==> src/rtl/regfile_pkg.sv <==
// ============================================================================
// regfile_pkg : shared types and helpers for the scoreboarded register file
// Revision    : 1.0
// ============================================================================
`default_nettype none

package regfile_pkg;

    localparam int XLEN_DEFAULT  = 32;
    localparam int NREGS_DEFAULT = 32;
    localparam int AW_DEFAULT    = $clog2(NREGS_DEFAULT);
    localparam int POPCNT_MAXW   = 1024;

    typedef logic [AW_DEFAULT-1:0]   reg_addr_t;
    typedef logic [XLEN_DEFAULT-1:0] xword_t;

    // Callers zero-pad narrower vectors into the fixed-width argument.
    function automatic int unsigned popcount(input logic [POPCNT_MAXW-1:0] v);
        int unsigned cnt;
        cnt = 0;
        for (int i = 0; i < POPCNT_MAXW; i++) begin
            cnt = cnt + {31'd0, v[i]};
        end
        return cnt;
    endfunction

endpackage

`default_nettype wire

==> src/rtl/regfile_scoreboard.sv <==
// ============================================================================
// regfile_scoreboard : per-register pending bits and registered pending count
// Revision           : 1.0
// ============================================================================
`default_nettype none

module regfile_scoreboard
    import regfile_pkg::*;
#(
    parameter  int NREGS = NREGS_DEFAULT,
    parameter  int NWR   = 2,
    localparam int AW    = $clog2(NREGS)
) (
    input  logic                    clk,
    input  logic                    rst_n,
    input  logic                    iss_valid_i,
    input  logic [AW-1:0]           iss_rd_i,
    input  logic [NWR-1:0]          we_i,
    input  logic [NWR-1:0][AW-1:0]  wa_i,
    input  logic                    flush_i,
    output logic [NREGS-1:0]        pend_o,
    output logic [AW:0]             pend_cnt_o
);

    logic [NREGS-1:0]       pend_q;
    logic [NREGS-1:0]       pend_d;
    logic [AW:0]            cnt_q;
    logic [AW:0]            cnt_d;
    logic [POPCNT_MAXW-1:0] w_pend_pad;

    // Later assignments win: clear, then set, then flush over everything.
    always_comb begin
        pend_d = pend_q;
        for (int r = 1; r < NREGS; r++) begin
            for (int i = 0; i < NWR; i++) begin
                if (we_i[i] && (wa_i[i] == AW'(r))) begin
                    pend_d[r] = 1'b0;
                end
            end
            if (iss_valid_i && (iss_rd_i == AW'(r))) begin
                pend_d[r] = 1'b1;
            end
        end
        pend_d[0] = 1'b0;
        if (flush_i) begin
            pend_d = '0;
        end
    end

    always_comb begin
        w_pend_pad              = '0;
        w_pend_pad[NREGS-1:0]   = pend_d;
        cnt_d                   = (AW+1)'(popcount(w_pend_pad));
    end

    always_ff @(posedge clk or negedge rst_n) begin
        if (!rst_n) begin
            pend_q <= '0;
            cnt_q  <= '0;
        end else begin
            pend_q <= pend_d;
            cnt_q  <= cnt_d;
        end
    end

    assign pend_o     = pend_q;
    assign pend_cnt_o = cnt_q;

endmodule

`default_nettype wire

==> src/rtl/regfile_sb.sv <==
// ============================================================================
// regfile_sb : multi-port integer register file with RAW-hazard scoreboard
// Revision   : 1.0
// ============================================================================
`default_nettype none

module regfile_sb
    import regfile_pkg::*;
#(
    parameter  int              XLEN      = XLEN_DEFAULT,
    parameter  int              NREGS     = NREGS_DEFAULT,
    parameter  int              NRD       = 2,
    parameter  int              NWR       = 2,
    parameter  logic [XLEN-1:0] RESET_VAL = '0,
    parameter  bit              BYPASS    = 1'b1,
    localparam int              AW        = $clog2(NREGS)
) (
    input  logic                      clk,
    input  logic                      rst_n,
    input  logic [NRD-1:0][AW-1:0]    ra_i,
    output logic [NRD-1:0][XLEN-1:0]  rdata_o,
    output logic [NRD-1:0]            rpend_o,
    input  logic [NWR-1:0]            we_i,
    input  logic [NWR-1:0][AW-1:0]    wa_i,
    input  logic [NWR-1:0][XLEN-1:0]  wd_i,
    input  logic                      iss_valid_i,
    input  logic [AW-1:0]             iss_rd_i,
    input  logic                      flush_i,
    output logic [AW:0]               pend_cnt_o
);

    logic [XLEN-1:0]  rf_q [NREGS];
    logic [NREGS-1:0] w_pend;

    regfile_scoreboard #(
        .NREGS (NREGS),
        .NWR   (NWR)
    ) u_scoreboard (
        .clk         (clk),
        .rst_n       (rst_n),
        .iss_valid_i (iss_valid_i),
        .iss_rd_i    (iss_rd_i),
        .we_i        (we_i),
        .wa_i        (wa_i),
        .flush_i     (flush_i),
        .pend_o      (w_pend),
        .pend_cnt_o  (pend_cnt_o)
    );

    // Ports are scanned in ascending order so the highest index wins a conflict.
    always_ff @(posedge clk or negedge rst_n) begin
        if (!rst_n) begin
            rf_q[0] <= '0;
            for (int r = 1; r < NREGS; r++) begin
                rf_q[r] <= RESET_VAL;
            end
        end else begin
            for (int i = 0; i < NWR; i++) begin
                if (we_i[i] && (wa_i[i] != '0)) begin
                    rf_q[wa_i[i]] <= wd_i[i];
                end
            end
        end
    end

    // A bypassed write is the producer completing, so the hazard is resolved.
    always_comb begin
        rdata_o = '0;
        rpend_o = '0;
        for (int j = 0; j < NRD; j++) begin
            rdata_o[j] = rf_q[ra_i[j]];
            rpend_o[j] = w_pend[ra_i[j]];
            if (BYPASS) begin
                for (int i = 0; i < NWR; i++) begin
                    if (we_i[i] && (wa_i[i] == ra_i[j])) begin
                        rdata_o[j] = wd_i[i];
                        rpend_o[j] = 1'b0;
                    end
                end
            end
            if (ra_i[j] == '0) begin
                rdata_o[j] = '0;
                rpend_o[j] = 1'b0;
            end
        end
    end

endmodule

`default_nettype wire
==> config.mk <==
export PLATFORM = sky130hd
export DESIGN_NAME = regfile_sb
export DESIGN_NICKNAME = d
export VERILOG_FILES = /design/src/rtl/regfile_pkg.sv /design/src/rtl/regfile_scoreboard.sv /design/src/rtl/regfile_sb.sv
export SDC_FILE = /design/constraint.sdc
export NUM_CORES = 2
export LEC_CHECK = 0
export BUFFER_PORTS_ARGS = -buffer_cell sky130_fd_sc_hd__buf_2
export CORE_MARGIN = 1.5
export CORE_UTILIZATION = 41
export DETAILED_ROUTE_END_ITERATION = 8
export PLACE_DENSITY_LB_ADDON = 0.25
export SLEW_MARGIN = 30
export SYNTH_ARGS = -nofsm -noshare
export SYNTH_HDL_FRONTEND = slang
export SYNTH_SLANG_ARGS = --single-unit
export TNS_END_PERCENT = 50
==> constraint.sdc <==
create_clock -name clk -period 15.2 [get_ports clk]
set_input_delay 3.04 -clock clk [delete_from_list [all_inputs] [get_ports clk]]
set_output_delay 3.04 -clock clk [all_outputs]
set_load 0.01 [all_outputs]
==> impl_metrics.json <==
{
  "die_x_um": 405,
  "post-route-period-util_pct": 67.8,
  "antenna_found_initial": 22,
  "avgSynthCellArea_sq_um": 10.7,
  "synth_top_cells_by_area": "dfrtp_1 (40%), mux4_2 (14%), mux2i_1 (11%)",
  "drc": 0,
  "status": "completed",
  "synth_edf_count": 0,
  "dpl.hpwl_um": 179000,
  "syn_nets": 6341,
  "clkTransAtPathRegs_ps": 60,
  "synth_flop_cell": "dfrtp_1",
  "num_vias": 60067,
  "end_kind": "output pin",
  "power_frac_comb_pct": 25.9,
  "cts-htree-levels": 3,
  "start_util_pct": 41.3,
  "hold_violations": 0,
  "cp.required_ps": 12160,
  "synth.cell_area_sq_um": 66400,
  "fmax_mhz": 97.1,
  "port_buffers": 166,
  "holdBufCountCts": 0,
  "peakVddDrop_mv": 0.0984,
  "power_frac_clock_pct": 31.4,
  "clockBufferDepth": 3,
  "seq_power_share_pct": 42.7,
  "tightestPinTransition_ps": 1160,
  "final_max_slew_viol_count": 0,
  "gr-total-overflow": 0,
  "cts_sinks": 1061,
  "clk_latency_ps": 750,
  "final.min_clock_period_ps": 10300,
  "grt_pass1_wl_um": 445000,
  "synth_warnings": 0,
  "p_int_mw": 6.55,
  "drive_gt1_share_pct": 21.0,
  "area_growth_pct": 9.65,
  "leakage_nw": 32.0,
  "ant_nets": 0,
  "fill_cells": 14923,
  "finalSetupTns_ps": 0,
  "yosysTopAreaCell": "dfrtp_1",
  "cts_resized": 0,
  "p_per_area_nw_per_um2": 133,
  "io_pins": 167,
  "grt_max_degree": 170,
  "rows": 147,
  "synth-seq-cells": 1061,
  "die_y_um": 405,
  "p_sw_mw": 3.12,
  "place_ws_ps": 5090,
  "reg2reg_setup_slack_ps": 9940,
  "drtIter0Drc": 9739,
  "cts.root.buffer_cell": "clkbuf_16",
  "final_cell_mix": "dfrtp_1 (1061), mux2i_1 (732), a21oi_1 (610), nand2_1 (445), mux4_2 (408)",
  "cp.arrival_ps": 7260,
  "holdCritPathClass": "reg -> reg",
  "place_congestion": 0.967,
  "ys_seq_area_share_pct": 40.0,
  "cts_tree": "done",
  "fin_nets": 5950,
  "fin_skew_ps": 9.79,
  "crit_type": "in -> out",
  "cp_max_fo": 90,
  "core_area_sq_um": 161000,
  "max_cap_viol_count": 0,
  "yosysUniqueCellTypes": 61,
  "setup_ws_ps": 4900,
  "firstDrtPassIters": 7,
  "post-synth-top-area-fraction_pct": 40.0,
  "p_sw_share_pct": 32.3,
  "syn_inst": 6216,
  "dieArea_sq_um": 164000,
  "grt_pass1_vias": 56761,
  "power_mw": 9.67,
  "final_common_cell": "dfrtp_1",
  "wirelength_um": 322000,
  "grt_setup_unrepaired": "no",
  "post_drt_wl_per_cell_um": 39.7,
  "postCtsSetupBuffers": 0,
  "maxSlewHeadroom_pct": 22.1,
  "async_flop_share_pct": 100,
  "setup_viol": 0,
  "via_per_inst": 7.41,
  "cts_buffers": 118,
  "start_kind": "input pin",
  "grt_usage_pct": 38.4
}
-- per-stage QoR --
step,util (%),cell area (sq um),std cells,hold slack (ps)
6_report,45.3,72800,8105,392
5_1_grt,45.3,72800,8089,407
4_1_cts,45.1,72400,8076,396
3_5_place_dp,42.6,68400,7856,383
3_3_place_gp,42.5,68300,7851,377
2_1_floorplan,-,66400,6216,441
-- cells by family after synthesis --
group,after synthesis,synth area share [%]
compound gates,1889,19.5
mux,1235,26.5
simple gates,1062,7.00
flops,1061,40.0
buf+inv,916,5.95
fa+ha+maj,30,0.825
xor+xnor,23,0.303
-- flip-flops by register name, summed over array words and instances, names as in the netlist --
register and count:
u_scoreboard.pend_o 31, rf_q 1024, u_scoreboard.pend_cnt_o 6
-- cell usage after synthesis (36+ instances only) --
master,count
a221oi_1,377
a22oi_1,113
inv_1,62
a221oi_2,66
buf_2,184
mux4_2,408
a32oi_1,38
clkbuf_1,567
o21ai_0,389
mux2_2,95
a21oi_1,610
dfrtp_1,1061
buf_1,48
o221ai_1,61
mux2i_1,732
nand2_1,481
nor4_1,36
nor3_1,38
and3_1,37
nor2_1,333
-- worst max-delay path: stages --
cell,delay (ps)
buf_8,440
buf_12,500
buf_12,620
mux4_2,590
mux2i_1,150
nor2_1,60
a2111oi_1,950
o32ai_1,280
buf_2,220
-- power groups by stage --
stage,combinational (mW),clock (mW),sequential (mW)
after global placement,2.37,0,4.09
after CTS,2.44,3.03,4.08
after detailed placement,2.43,0,4.13
after floorplan,1.82,0,3.93
final,2.50,3.04,4.13
after global routing,2.66,3.14,4.19
-- final cells by class --
| class | count | area [sq um] | share of cell area, % |
|---|---|---|---|
| inverter | 67 | 251 | 0.345 |
| antenna | 20 | 50.0 | 0.0687 |
| clock inverter | 41 | 442 | 0.607 |
| multi-input combinational | 4239 | 36700 | 50.4 |
| clock buffer | 179 | 3550 | 4.88 |
| sequential | 1061 | 26600 | 36.5 |
| timing repair buffer | 338 | 2570 | 3.53 |
| tap | 2160 | 2700 | 3.71 |
-- worst paths after layout --
path / start / to / depth (start not counted)
hold reg to reg: rf_q[1013] / rf_q[1013] / 0
min in group asynchronous: rst_n / rf_q[774] / 1
max in group asynchronous: rst_n / rf_q[565] / 5
setup reg to reg: u_scoreboard.pend_o[26] / u_scoreboard.pend_cnt_o[4] / 18
hold / removal: rf_q[1013] / rf_q[1013] / 0
setup / recovery: ra_i[0] / rdata_o[21] / 9
-- per-layer routing --
| layer | global-route usage [%] | vias up | share of wire, % |
|---|---|---|---|
| met2 | 53.8 | 5447 | 42 |
| li1 | - | 22998 | - |
| met1 | 46.0 | 29984 | 35 |
| met4 | 31.8 | 14 | 9.4 |
| met5 | 0.0297 | - | 0.029 |
| met3 | 15.7 | 1624 | 14 |
Note: power is estimated with default switching activity, not from simulation.
